--- src/rtl/tmon_arbiter.sv ---
// Round-robin arbiter that shares one temperature-monitor command port among NUM_REQ
// masters. The winner's command is latched and issued over valid/ready; a done or err pulse answers it.
package tmon_pkg;
  typedef enum logic [2:0] {
    NOOP          = 3'd0,
    RESET         = 3'd1,
    SET_FRQ       = 3'd2,
    SET_HIGH_TEMP = 3'd3,
    SET_LOW_TEMP  = 3'd4,
    READ_TEMP     = 3'd5
  } tmon_op_t;
endpackage

module tmon_arbiter
  import tmon_pkg::*;
#(
  parameter int unsigned NUM_REQ = 4,
  parameter int unsigned TIMEOUT = 255
) (
  input  logic               clk,
  input  logic               reset,
  input  logic [NUM_REQ-1:0] req,
  input  tmon_op_t           req_op   [NUM_REQ],
  input  logic [7:0]         req_data [NUM_REQ],
  output logic [NUM_REQ-1:0] grant,
  output logic [NUM_REQ-1:0] done,
  output logic [NUM_REQ-1:0] err,
  output tmon_op_t           mon_op,
  output logic [7:0]         mon_opnd,
  output logic               mon_valid,
  input  logic               mon_ready,
  output logic               busy
);

  localparam int unsigned   PW       = $clog2(NUM_REQ);
  localparam int unsigned   CW       = (TIMEOUT == 0) ? 1 : $clog2(TIMEOUT + 1);
  localparam logic [CW-1:0] CNT_LAST = CW'(TIMEOUT - 1);

  typedef enum logic [1:0] {S_IDLE, S_ISSUE, S_COMPLETE} state_t;

  state_t        state, state_nxt;
  logic [PW-1:0] ptr;
  logic [PW-1:0] owner;
  logic [PW-1:0] win_idx;
  logic          win_found;
  logic [CW-1:0] count;
  logic          timeout_hit;

  function automatic logic [NUM_REQ-1:0] onehot(input logic [PW-1:0] idx);
    logic [NUM_REQ-1:0] v;
    v      = '0;
    v[idx] = 1'b1;
    return v;
  endfunction

  function automatic logic [PW-1:0] next_idx(input logic [PW-1:0] idx);
    return (32'(idx) == NUM_REQ - 1) ? '0 : idx + 1'b1;
  endfunction

  // Scan ptr, ptr+1, ... modulo NUM_REQ; the first asserted request wins.
  always_comb begin : pick_winner
    int unsigned cand;
    cand      = 0;
    win_found = 1'b0;
    win_idx   = '0;
    for (int unsigned i = 0; i < NUM_REQ; i++) begin
      cand = 32'(ptr) + i;
      if (cand >= NUM_REQ) cand = cand - NUM_REQ;
      if (!win_found && req[PW'(cand)]) begin
        win_found = 1'b1;
        win_idx   = PW'(cand);
      end
    end
  end

  assign timeout_hit = (TIMEOUT != 0) && (count == CNT_LAST);
  assign busy        = (state != S_IDLE);

  always_ff @(posedge clk or negedge reset) begin
    if (!reset) state <= S_IDLE;
    else        state <= state_nxt;
  end

  always_comb begin
    state_nxt = state;
    case (state)
      S_IDLE:
        if (win_found) state_nxt = (req_op[win_idx] == NOOP) ? S_COMPLETE : S_ISSUE;
      S_ISSUE:
        if (mon_ready)        state_nxt = S_COMPLETE;
        else if (timeout_hit) state_nxt = S_IDLE;
      S_COMPLETE:
        state_nxt = S_IDLE;
      default:
        state_nxt = S_IDLE;
    endcase
  end

  // done is loaded on the edge entering COMPLETE so it is high exactly during that state;
  // grant is cleared on the same edge so grant, done and err never overlap.
  always_ff @(posedge clk or negedge reset) begin
    if (!reset) begin
      grant     <= '0;
      done      <= '0;
      err       <= '0;
      mon_valid <= 1'b0;
      mon_op    <= NOOP;
      mon_opnd  <= '0;
      ptr       <= '0;
      owner     <= '0;
      count     <= '0;
    end else begin
      done <= '0;
      err  <= '0;
      case (state)
        S_IDLE: begin
          if (win_found) begin
            owner    <= win_idx;
            mon_op   <= req_op[win_idx];
            mon_opnd <= req_data[win_idx];
            count    <= '0;
            if (req_op[win_idx] == NOOP) begin
              done <= onehot(win_idx);
            end else begin
              grant     <= onehot(win_idx);
              mon_valid <= 1'b1;
            end
          end
        end
        S_ISSUE: begin
          if (mon_ready) begin
            mon_valid <= 1'b0;
            grant     <= '0;
            done      <= onehot(owner);
          end else if (timeout_hit) begin
            mon_valid <= 1'b0;
            grant     <= '0;
            err       <= onehot(owner);
            ptr       <= next_idx(owner);
          end else if (count != '1) begin
            count <= count + 1'b1;
          end
        end
        S_COMPLETE: begin
          ptr <= next_idx(owner);
        end
        default: ;
      endcase
    end
  end

endmodule

--- config.mk ---
export PLATFORM = sky130hd
export DESIGN_NAME = tmon_arbiter
export DESIGN_NICKNAME = d
export VERILOG_FILES = /design/src/rtl/tmon_arbiter.sv
export SDC_FILE = /design/constraint.sdc
export NUM_CORES = 1
export LEC_CHECK = 0
export CAP_MARGIN = 20
export CELL_PAD_IN_SITES_DETAIL_PLACEMENT = 2
export CELL_PAD_IN_SITES_GLOBAL_PLACEMENT = 2
export CORE_MARGIN = 5
export CORE_UTILIZATION = 27
export DETAILED_ROUTE_END_ITERATION = 6
export PLACE_DENSITY_LB_ADDON = 0.05
export SLEW_MARGIN = 15
export SYNTH_ARGS = -nofsm -noshare
export SYNTH_HDL_FRONTEND = slang
export SYNTH_SLANG_ARGS = --single-unit
--- constraint.sdc ---
create_clock -name clk -period 3.13 [get_ports clk]
set_input_delay 0.4695 -clock clk [delete_from_list [all_inputs] [get_ports clk]]
set_output_delay 0.4695 -clock clk [all_outputs]
set_load 0.01 [all_outputs]
======== Word level (Yosys, flattened, before mapping) ========
Cells that the tools add are included.
cells by class
  $add $sub $neg .......................... 9
  $lt $le $gt $ge ......................... 13
  equal/unequal tests ..................... 12
  muxes and demuxes ....................... 61
  bitwise operators ....................... 1
  reduce and logical (&&, ||, !) cells .... 18
operators with widths
  kind                   number
  $mux W8                6
  $mux W4                10
  $mux W2                15
  $lt A2 B3 Y1 const B   6
  $bmux W8 S2            1
  $pmux W4 S2            2
  $pmux W8 S2            1
  $mux W1                14
  $ge A3 B3 Y1 const B   4
  $ne A2 B2 Y1 const B   6
  $add A8 B1 Y8 const B  1
  $bmux W1 S2            4
  $eq A8 B8 Y1 const B   1
  $ne A8 B8 Y1 const B   1
  $pmux W2 S2            2
  $sub A2 B1 Y2 const B  4
  $add A2 B2 Y3 const B  2
  $bmux W3 S2            1
  $mux W3                2
  $reduce_bool A2 Y1     3
  $logic_and A1 B1 Y1    5
  $reduce_and A5 Y1      1
  $demux W1 S2           2
  $eq A2 B2 Y1 const B   2
  14 further kinds       18
word-level totals
  register bits ........................... 38
  bits of input ports ..................... 51
  output and inout bits ................... 25
  logic and storage cells ................. 124

======== Longest topological paths before layout ========
Gate-level depths: netlist of run 1.
  depth after elaboration ................. 22
  depth in mapped cells ................... 8
  gate-level depth less buffers ........... 8

======== Least setup slack after synthesis of run 1 ========
No wires, ideal clock.
  kind .................................... register to register
  from .................................... register ptr[1]
  to ...................................... register grant[0]
  library setup time ...................... 0.126 ns
  arrival time ............................ 2.320 ns
  required time ........................... 3.004 ns
  slack ................................... 0.684 ns
  cell stages (with the launch flop) ...... 9
  buffers on the path ..................... 2
  period minus slack after synthesis ...... 2.446 ns
  cell sequence ........................... dfrtp_1 > mux2i_1 > o22ai_1 > nor2_1 > buf_2 > mux4_2 > or3_1 > buf_2 > a221o_1
on the way
  longest elaborated chain between the ends .. 21
  elaborated cells between the ends (all ways) .. 53
  classes of those cells .................. add/sub: 7; order compare: 6; eq/ne: 2; mux: 28; bitwise: 1; reduce/logical: 9
ends and longest elaborated chain
  element                                                                 RTL line  text
  start, declared                                                         42        logic [PW-1:0] ptr;
  start signal, assigned                                                  139       ptr <= next_idx(owner);
  start signal, assigned                                                  145       ptr <= next_idx(owner);
  parallel branches: the longest is 21 deep, another holds $add A2 B1 Y3  -
  end signal, assigned                                                    125       grant <= onehot(win_idx);
  end, declared                                                           25        output logic [NUM_REQ-1:0] grant,
Several ways; the timed one is not identified. The select of a mux whose other input is x is not followed.
A chain may end at the register's enable or synchronous reset.

======== Final worst setup path of run 1 ========
  from .................................... input req[0]
  to ...................................... register grant[1]
on the way
  longest elaborated chain between the ends .. 19
  elaborated cells between the ends (all ways) .. 38
  classes of those cells .................. order compare: 2; eq/ne: 2; mux: 24; bitwise: 1; reduce/logical: 9
ends and longest elaborated chain
  element                                                                   RTL line  text
  start, declared                                                           22        input logic [NUM_REQ-1:0] req,
  $bmux W1 S2                                                               69        if (!win_found && req[PW'(cand)]) begin
  $mux W1 (implied by the code)                                             69
  $mux W1                                                                   69
  $logic_not A1 Y1                                                          69
  $logic_and A1 B1 Y1                                                       69
  $mux W1                                                                   69
  $logic_not A1 Y1                                                          69
  $logic_and A1 B1 Y1                                                       69
  [3 not listed]                                                            -
  $mux W2                                                                   69
  $lt A2 B3 Y1 (implied by the code) (tied with other cells)                52        v[idx] = 1'b1;
  $logic_and A1 B1 Y1 (implied by the code) or $bmux W3 S2 (tied branches)  52, 122
  $mux W1 (implied by the code) or $mux W3 (tied branches)                  52, 122
  $demux W1 S2 or $mux W3 (tied branches)                                   52, 122
  $mux W4 or $logic_not A3 Y1 (tied branches)                               122       if (req_op[win_idx] == NOOP) begin
  $mux W4 or $ne A2 B2 Y1 (tied branches)                                   -
  $pmux W4 S2 or $reduce_and A4 Y1 (tied branches)                          -
Several ways; a longest one is shown, not always the timed one. The select of a mux whose other input is x is not followed.

==> impl_summary.log, run 1 <==
[metrics] CTS tree: yes
[metrics] clock slew at the register clock pins of the worst setup and hold paths: 0.08 ns
[metrics] Storage cell area: 951 sq um
[metrics] skew final: slightly below 0.005 ns
[metrics] element type at the critical path end: flip-flop
[metrics] maximum ir drop on the vdd rail: ~0.26 mV
[metrics] sequential-to-total area share from yosys stat: between 40% and 50%
[metrics] H-tree levels: 2
[metrics] hold buffers post-CTS: 0
[metrics] final HPWL from detailed placement: roughly 5200 um
[metrics] DRC violations left: 0
[metrics] number of iterations in the first detailed-routing pass: 4
[metrics] YS warnings: 0
[metrics] count of cell types in the netlist: 36
[metrics] total negative slack: 0 ns
[metrics] crit path launch type: primary input
[metrics] first-pass GRT wire length: around 11,000 um
[metrics] die boundary width: slightly below 100 um
[metrics] transition time of the tightest slew-check pin: just under 0.9 ns
[metrics] TritonCTS sink count: 38
[metrics] number of max-cap violations: 0
[metrics] number of enable flip-flop cells after synthesis: 0
[metrics] CTS Buf Count: 5
[metrics] worst slew slack as a fraction of its limit: 40.5%
[metrics] effective utilization at floorplan: between 20 and 30%
[metrics] Crit. Startpoint: req[0]
[metrics] count of port buffers added during placement: 75
[metrics] area added between synthesis and finish: 49.0%
[metrics] synthesized flop and latch total: 38
[metrics] crit share post-route: between 80% and 90%
[metrics] clock latency on the worst-skew pair: about 0.3 ns
[metrics] # fillers: approximately 820
[metrics] Longest Clk Path Bufs: 2
[metrics] global placement routability congestion: 0.772
[metrics] critical path required time: 3.32 ns
[metrics] post-CTS sizing: 0
[metrics] cell types with the largest area share after synthesis: dfrtp_1 45%, mux2i_1 8.1%, mux2_2 5.3%, nand2_1 4.6%, ha_1 3.6%
[metrics] maximum fanout encountered on the critical timing path: 9
[metrics] async set-or-reset flop fraction in the synthesized netlist: 100%
[metrics] Final Critical Period: 2.66 ns
[metrics] most common library cell in the layout ignoring fill and taps: clkdlybuf4s50_1
[metrics] launch instance of the worst register-to-register path: count[0]$_DFFE_PN0P_
[metrics] post-synthesis area per instance: 10.2 sq um
[metrics] Final #Nets: 345
[metrics] routed wirelength normalized by instance count: about 17 um
[metrics] Final Hold Viols: 0
[metrics] Max stage delay on crit path: 0.53 ns
[metrics] number of antenna repair diodes: 0
[metrics] Die ar.: between 9000 and 10,000 sq um
[metrics] via density per instance: about 4.8
[metrics] outcome: finished clean
[metrics] power density cells: around 820 nW/um^2
[metrics] total number of vias: between 1,500 and 2,000
[metrics] sequence of cells on the critical path: clkdlybuf4s50_1 -> a21oi_2 -> o21ai_2 -> o2bb2a_4 -> mux4_2 -> or3_1 -> a221o_1
[metrics] Critical path buffers and inverters: 1
[metrics] number of antenna violations at the first check in global routing: 0
[metrics] total wire length: between 6000 and 7000 um
[metrics] Max stage delay cell, worst path: mux4_2
[metrics] largest area contributor in the synthesized netlist: dfrtp_1
[metrics] count of pins over their slew limit: 0
[metrics] summed instance area of the synthesized netlist: about 2100 sq um
[metrics] row cnt: 32
[metrics] leftover overflow at the end of global routing: 0
[metrics] iteration-0 DRC count of the detailed router: 33
[metrics] highest achievable clock rate: approximately 380 MHz
[metrics] kind of critical path: primary input to flip-flop
[metrics] Setup Fix Bufs, Post-CTS: 0
[metrics] dpl cell area: between 2000 and 3000 sq um
[metrics] root buffer selected by CTS: clkbuf_8
[metrics] dominant synthesized flop cell: dfrtp_1
[metrics] final count of negative-setup-slack endpoints: 0
[metrics] number of cells produced by synthesis: 207
[metrics] share of final-layout standard cells stronger than drive strength 1: 12.1%
[metrics] Crit path arrival time: around 2.9 ns
[metrics] Worst Hold Class: primary input to asynchronous set/reset pin
[metrics] number of antenna-violating nets in the routed design: 0
[metrics] top library cells by usage in the layout, fill and taps aside: 74 x clkdlybuf4s50_1, 38 x dfrtp_1, 26 x nand2_1
[metrics] vertical extent of the die: roughly 98 um
[metrics] Lkg Pwr: 1.36 nW
[metrics] unrepaired setup endpoints after global routing: no
[metrics] top cell type's share of synthesized area: approximately 45%
[metrics] total routing usage reported by global routing: between 10% and 20%
[metrics] via count of the first global-routing pass: 2,172
[metrics] IO Count: 76
[metrics] placeable core region: between 7000 and 8000 sq um
[metrics] maximum number of pins on one net before global-route repair: 39
[metrics] area of the multi-input gates: roughly 1100 sq um
[metrics] net count after synthesis: roughly 260
[metrics] finished layout cell area: ~3100 sq um
[metrics] kind of cell with the highest combined delay on the critical path: compound AO/OA/AOI/OAI gates
-- Yosys cell counts, types with 2 or more instances --
library cell  number
nor2_1            14
buf_2              3
a22o_1             3
a21oi_1            6
and2_1             5
nand4_1            5
clkbuf_1           5
ha_1               6
mux4_2             3
mux2i_1           17
nand3_1            3
or3_1              2
nand2b_1           5
nor3_1             4
inv_1              9
o21ai_0           14
nand2_1           26
mux2_2            10
xor2_1             5
nor4_1             4
dfrtp_1           38
o22ai_1            3
a221o_1            4
-- cell type report --
class | instances | area share [%]
Tap cell | 102 | 4.06
Multi-Input combinational cell | 151 | 34.4
Timing Repair Buffer | 83 | 25.6
Clock inverter | 2 | 1.91
Inverter | 9 | 1.08
Clock buffer | 6 | 2.63
Sequential cell | 38 | 30.3
-- sequential cells by signal, indices dropped and copies added, names as in the netlist --
name and cells:
count 8, done 4, err 4, grant 4
mon_op 3, mon_opnd 8, mon_valid 1, owner 2
ptr 2, state 2
-- cells by family after synthesis --
logic type / after synthesis / share of synthesized area, %
xor+xnor: 5 / 2.08
compound gates: 38 / 12.5
flops: 38 / 45.1
simple gates: 72 / 16.4
fa+ha+maj: 6 / 3.56
mux: 30 / 16.6
buf+inv: 18 / 3.74
-- worst paths after layout --
check | to | slack [ns] | depth (start not counted)
min in group clk | mon_opnd[5]$_DFFE_PN0P_ | 0.48 | 2
worst max-delay path | grant[1]$_DFFE_PN0P_ | 0.47 | 7
worst min register to register | mon_opnd[5]$_DFFE_PN0P_ | 0.48 | 2
worst max register to register | count[7]$_DFFE_PN0P_ | 0.58 | 8
max in group asynchronous | mon_op[2]$_DFFE_PN0P_ | 2.28 | 1
worst min-delay path | count[7]$_DFFE_PN0P_ | 0.29 | 1
-- report_power, final --
| part | switching, mW | leakage [nW] | internal [mW] |
|---|---|---|---|
| Combinational | 0.626 | 0.791 | 0.618 |
| Sequential | 0.143 | 0.495 | 0.648 |
| Clock | 0.190 | 0.0714 | 0.340 |
-- per-layer routing --
metal	track usage (%)	share of wire [%]	wire length, um	up-vias
met3	5.29	7.4	487	9
met4	4.73	1.4	90	0
met5	0	0	0	-
met2	24.2	48	3190	55
li1	-	-	-	893
met1	17.3	43	2850	914
-- worst reg2reg max path, delay by kind of cell, from the launching register on --
kind	cells	cell delay [ns]
compound gates	3	0.95
fa+ha+maj	1	0.22
buf+inv	1	0.10
flops	1	0.42
simple gates	3	0.79
-- stage by stage --
stage	std cells	utilization (%)	total power, mW	worst slack, ns	hold slack [ns]
floorplan	207	-	1.48	0.684	0.174
global placement	383	39.2	2.05	0.185	0.464
detailed placement	383	39.2	2.07	0.117	0.472
CTS	391	41.1	2.62	0.446	0.336
global route	391	41.1	2.78	0.311	0.379
finish	391	41.1	2.56	0.468	0.292
No activity file was read; power rests on OpenSTA's default activity.
==> run 2: changes to the inputs <==
--- a/config.mk
+++ b/config.mk
@@ -9,5 +9,5 @@
 export CELL_PAD_IN_SITES_DETAIL_PLACEMENT = 2
 export CELL_PAD_IN_SITES_GLOBAL_PLACEMENT = 2
-export CORE_MARGIN = 5
+export CORE_MARGIN = 2
 export CORE_UTILIZATION = 27
 export DETAILED_ROUTE_END_ITERATION = 6
==> constraint.sdc (replaced) <==
create_clock -name clk -period 3.13 [get_ports clk]
set_input_delay 0.626 -clock clk [delete_from_list [all_inputs] [get_ports clk]]
set_output_delay 0.626 -clock clk [all_outputs]
set_load 0.01 [all_outputs]
==> run 2 against run 1 <==
  * Worst setup slack worse by 0.16 ns
  * First-iteration DRC count is 42% higher
  * Maximum frequency is 5.8% lower
  * Register-to-register slack worse by 0.04 ns
  * Critical endpoint is now grant[2]$_DFFE_PN0P_
  * Global-route usage is 1.5 points higher
  * Routed wire length is 1.1% lower
  * Clock skew is 0.0028 ns higher
  * Largest power group unchanged
  * Largest cell class unchanged
  * Utilization is 0.098 points higher
  * Power is 0.29% higher
==> impl_summary.log, run 2 (synthesized netlist as in run 1, its figures left out) <==
[metrics] area of the multi-input gates: 1080 sq um (unchanged)
[metrics] top library cells by usage in the layout, fill and taps aside: 74 x clkdlybuf4s50_1, 38 x dfrtp_1, 26 x nand2_1 (unchanged)
[metrics] total negative slack: 0 ns (unchanged)
[metrics] global placement routability congestion: 0.733 (was 0.772)
[metrics] number of antenna violations at the first check in global routing: 0 (unchanged)
[metrics] Final #Nets: 346 (was 345)
[metrics] most common library cell in the layout ignoring fill and taps: clkdlybuf4s50_1 (unchanged)
[metrics] depth of the most critical reg-to-reg path: 8 (unchanged)
[metrics] IO Count: 76 (unchanged)
[metrics] area added between synthesis and finish: 49.4% (was 49.0%)
[metrics] first-pass GRT wire length: 10,700 um (was 11,100 um)
[metrics] total wire length: 6550 um (was 6620 um)
[metrics] vertical extent of the die: 92.4 um (was 98.4 um)
[metrics] number of antenna-violating nets in the routed design: 0 (unchanged)
[metrics] Die ar.: 8530 sq um (was 9680 sq um)
[metrics] placeable core region: 7650 sq um (unchanged)
[metrics] Setup Fix Bufs, Post-CTS: 0 (unchanged)
[metrics] terminus of the critical flop-to-flop path: count[7]$_DFFE_PN0P_ (unchanged)
[metrics] total number of vias: 1,926 (was 1,871)
[metrics] launch instance of the worst register-to-register path: count[0]$_DFFE_PN0P_ (unchanged)
[metrics] element type at the critical path end: flip-flop (unchanged)
[metrics] total routing usage reported by global routing: 16.0% (was 14.5%)
[metrics] Final Critical Period: 2.83 ns (was 2.66 ns)
[metrics] PnR worst setup slack: 0.303 ns (was 0.468 ns)
[metrics] die boundary width: 92.4 um (was 98.4 um)
[metrics] Max stage delay cell, worst path: mux4_2 (unchanged)
[metrics] Final Hold Viols: 0 (unchanged)
[metrics] row cnt: 32 (unchanged)
[metrics] sequence of cells on the critical path: clkdlybuf4s50_1 -> a21oi_2 -> o21ai_2 -> o2bb2a_4 -> mux4_2 -> or3_1 -> a221o_1 (unchanged)
[metrics] dpl cell area: 3010 sq um (was 3000 sq um)
[metrics] Hold WS: 0.460 ns (was 0.292 ns)
[metrics] post-layout util: 41.2% (was 41.1%)
[metrics] power density cells: 817 nW/um^2 (was 816 nW/um^2)
[metrics] unrepaired setup endpoints after global routing: no (unchanged)
[metrics] maximum number of pins on one net before global-route repair: 39 (unchanged)
[metrics] CTS Buf Count: 5 (unchanged)
[metrics] # placed instances: 384 (was 383)
[metrics] Storage cell area: 951 sq um (unchanged)
[metrics] skew final: 0.00773 ns (was 0.00493 ns)
[metrics] transition time of the tightest slew-check pin: 0.909 ns (was 0.892 ns)
[metrics] reg-to-reg slack, setup: 0.54 ns (was 0.58 ns)
[metrics] worst slew slack as a fraction of its limit: 39.4% (was 40.5%)
[metrics] post-CTS sizing: 0 (unchanged)
[metrics] maximum ir drop on the vdd rail: 0.237 mV (was 0.264 mV)
[metrics] Longest Clk Path Bufs: 2 (unchanged)
[metrics] via count of the first global-routing pass: 2,202 (was 2,172)
[metrics] final count of negative-setup-slack endpoints: 0 (unchanged)
[metrics] share of final-layout standard cells stronger than drive strength 1: 12.4% (was 12.1%)
[metrics] highest achievable clock rate: 354 MHz (was 376 MHz)
[metrics] number of iterations in the first detailed-routing pass: 4 (unchanged)
[metrics] critical path required time: 3.30 ns (was 3.32 ns)
[metrics] Crit path arrival time: 3.00 ns (was 2.85 ns)
[metrics] kind of critical path: primary input to flip-flop (unchanged)
[metrics] count of pins over their slew limit: 0 (unchanged)
[metrics] clock latency on the worst-skew pair: 0.29 ns (was 0.30 ns)
[metrics] total chip power: 2.57 mW (was 2.56 mW)
[metrics] H-tree levels: 2 (unchanged)
[metrics] leftover overflow at the end of global routing: 0 (unchanged)
[metrics] count of port buffers added during placement: 75 (unchanged)
[metrics] Lkg Pwr: 1.36 nW (about the same)
[metrics] CTS tree: yes (unchanged)
[metrics] TritonCTS sink count: 38 (unchanged)
[metrics] number of antenna repair diodes: 0 (unchanged)
[metrics] crit share post-route: 90.3% (was 85.1%)
[metrics] iteration-0 DRC count of the detailed router: 47 (was 33)
[metrics] outcome: finished clean (unchanged)
[metrics] effective utilization at floorplan: 27.6% (unchanged)
[metrics] via density per instance: 4.91 (was 4.79)
[metrics] final HPWL from detailed placement: 4950 um (was 5200 um)
[metrics] Post-Place Setup Slack: -0.00719 ns (was 0.117 ns)
[metrics] Worst Hold Class: primary input to asynchronous set/reset pin (unchanged)
[metrics] routed wirelength normalized by instance count: 16.7 um (was 16.9 um)
[metrics] DRC violations left: 0 (unchanged)
[metrics] finished layout cell area: 3150 sq um (was 3140 sq um)
[metrics] hold buffers post-CTS: 0 (unchanged)
[metrics] crit path launch type: primary input (unchanged)
[metrics] root buffer selected by CTS: clkbuf_8 (unchanged)
[metrics] clock slew at the register clock pins of the worst setup and hold paths: 0.08 ns (about the same)
[metrics] maximum fanout encountered on the critical timing path: 6 (was 9)
[metrics] Non-Filler Instances: 392 (was 391)
[metrics] # fillers: 811 (was 823)
[metrics] Max stage delay on crit path: 0.52 ns (was 0.53 ns)
[metrics] leading registers by flop count: count (8), mon_opnd (8) (unchanged)
[metrics] number of max-cap violations: 0 (unchanged)
## run 2: power breakdown
part | total (mW) | internal, mW | switching [mW]
Clock | 0.524 | 0.340 | 0.184
Combinational | 1.26 | 0.624 | 0.634
Sequential | 0.789 | 0.649 | 0.141
## run 2: how the worst max path moves through the flow
stage | to | from
finish | grant[2]$_DFFE_PN0P_ | req[0]
global route | grant[2]$_DFFE_PN0P_ | req[0]
CTS | grant[2]$_DFFE_PN0P_ | req[0]
detailed placement | grant[3]$_DFFE_PN0P_ | req[0]
global placement | grant[1]$_DFFE_PN0P_ | req[0]
floorplan | grant[0]$_DFFE_PN0P_ | req[0]
## run 2: area by class of cell
cell class | count | area share (%)
clock inverters | 2 | 1.91
multi-input cells | 151 | 34.3
repair buffers | 84 | 25.8
clock buffers | 6 | 2.62
well taps | 102 | 4.05
inverters | 9 | 1.07
flip-flops and latches | 38 | 30.2
## run 2: metal layers
metal	share of wire, %	global-route usage [%]	up-vias	routed length (um)
li1	-	-	905	-
met5	0	0	-	0
met1	42	19.2	960	2780
met4	1.0	4.23	0	68
met3	6.2	4.23	6	403
met2	50	28.3	55	3290
## run 2: critical path: cells and delay by family
kind | cells | cell delay (ns)
buffers and inverters | 1 | 0.50
AO/OA/AOI/OAI | 4 | 0.83
AND/OR/NAND/NOR | 1 | 0.51
multiplexers | 1 | 0.52
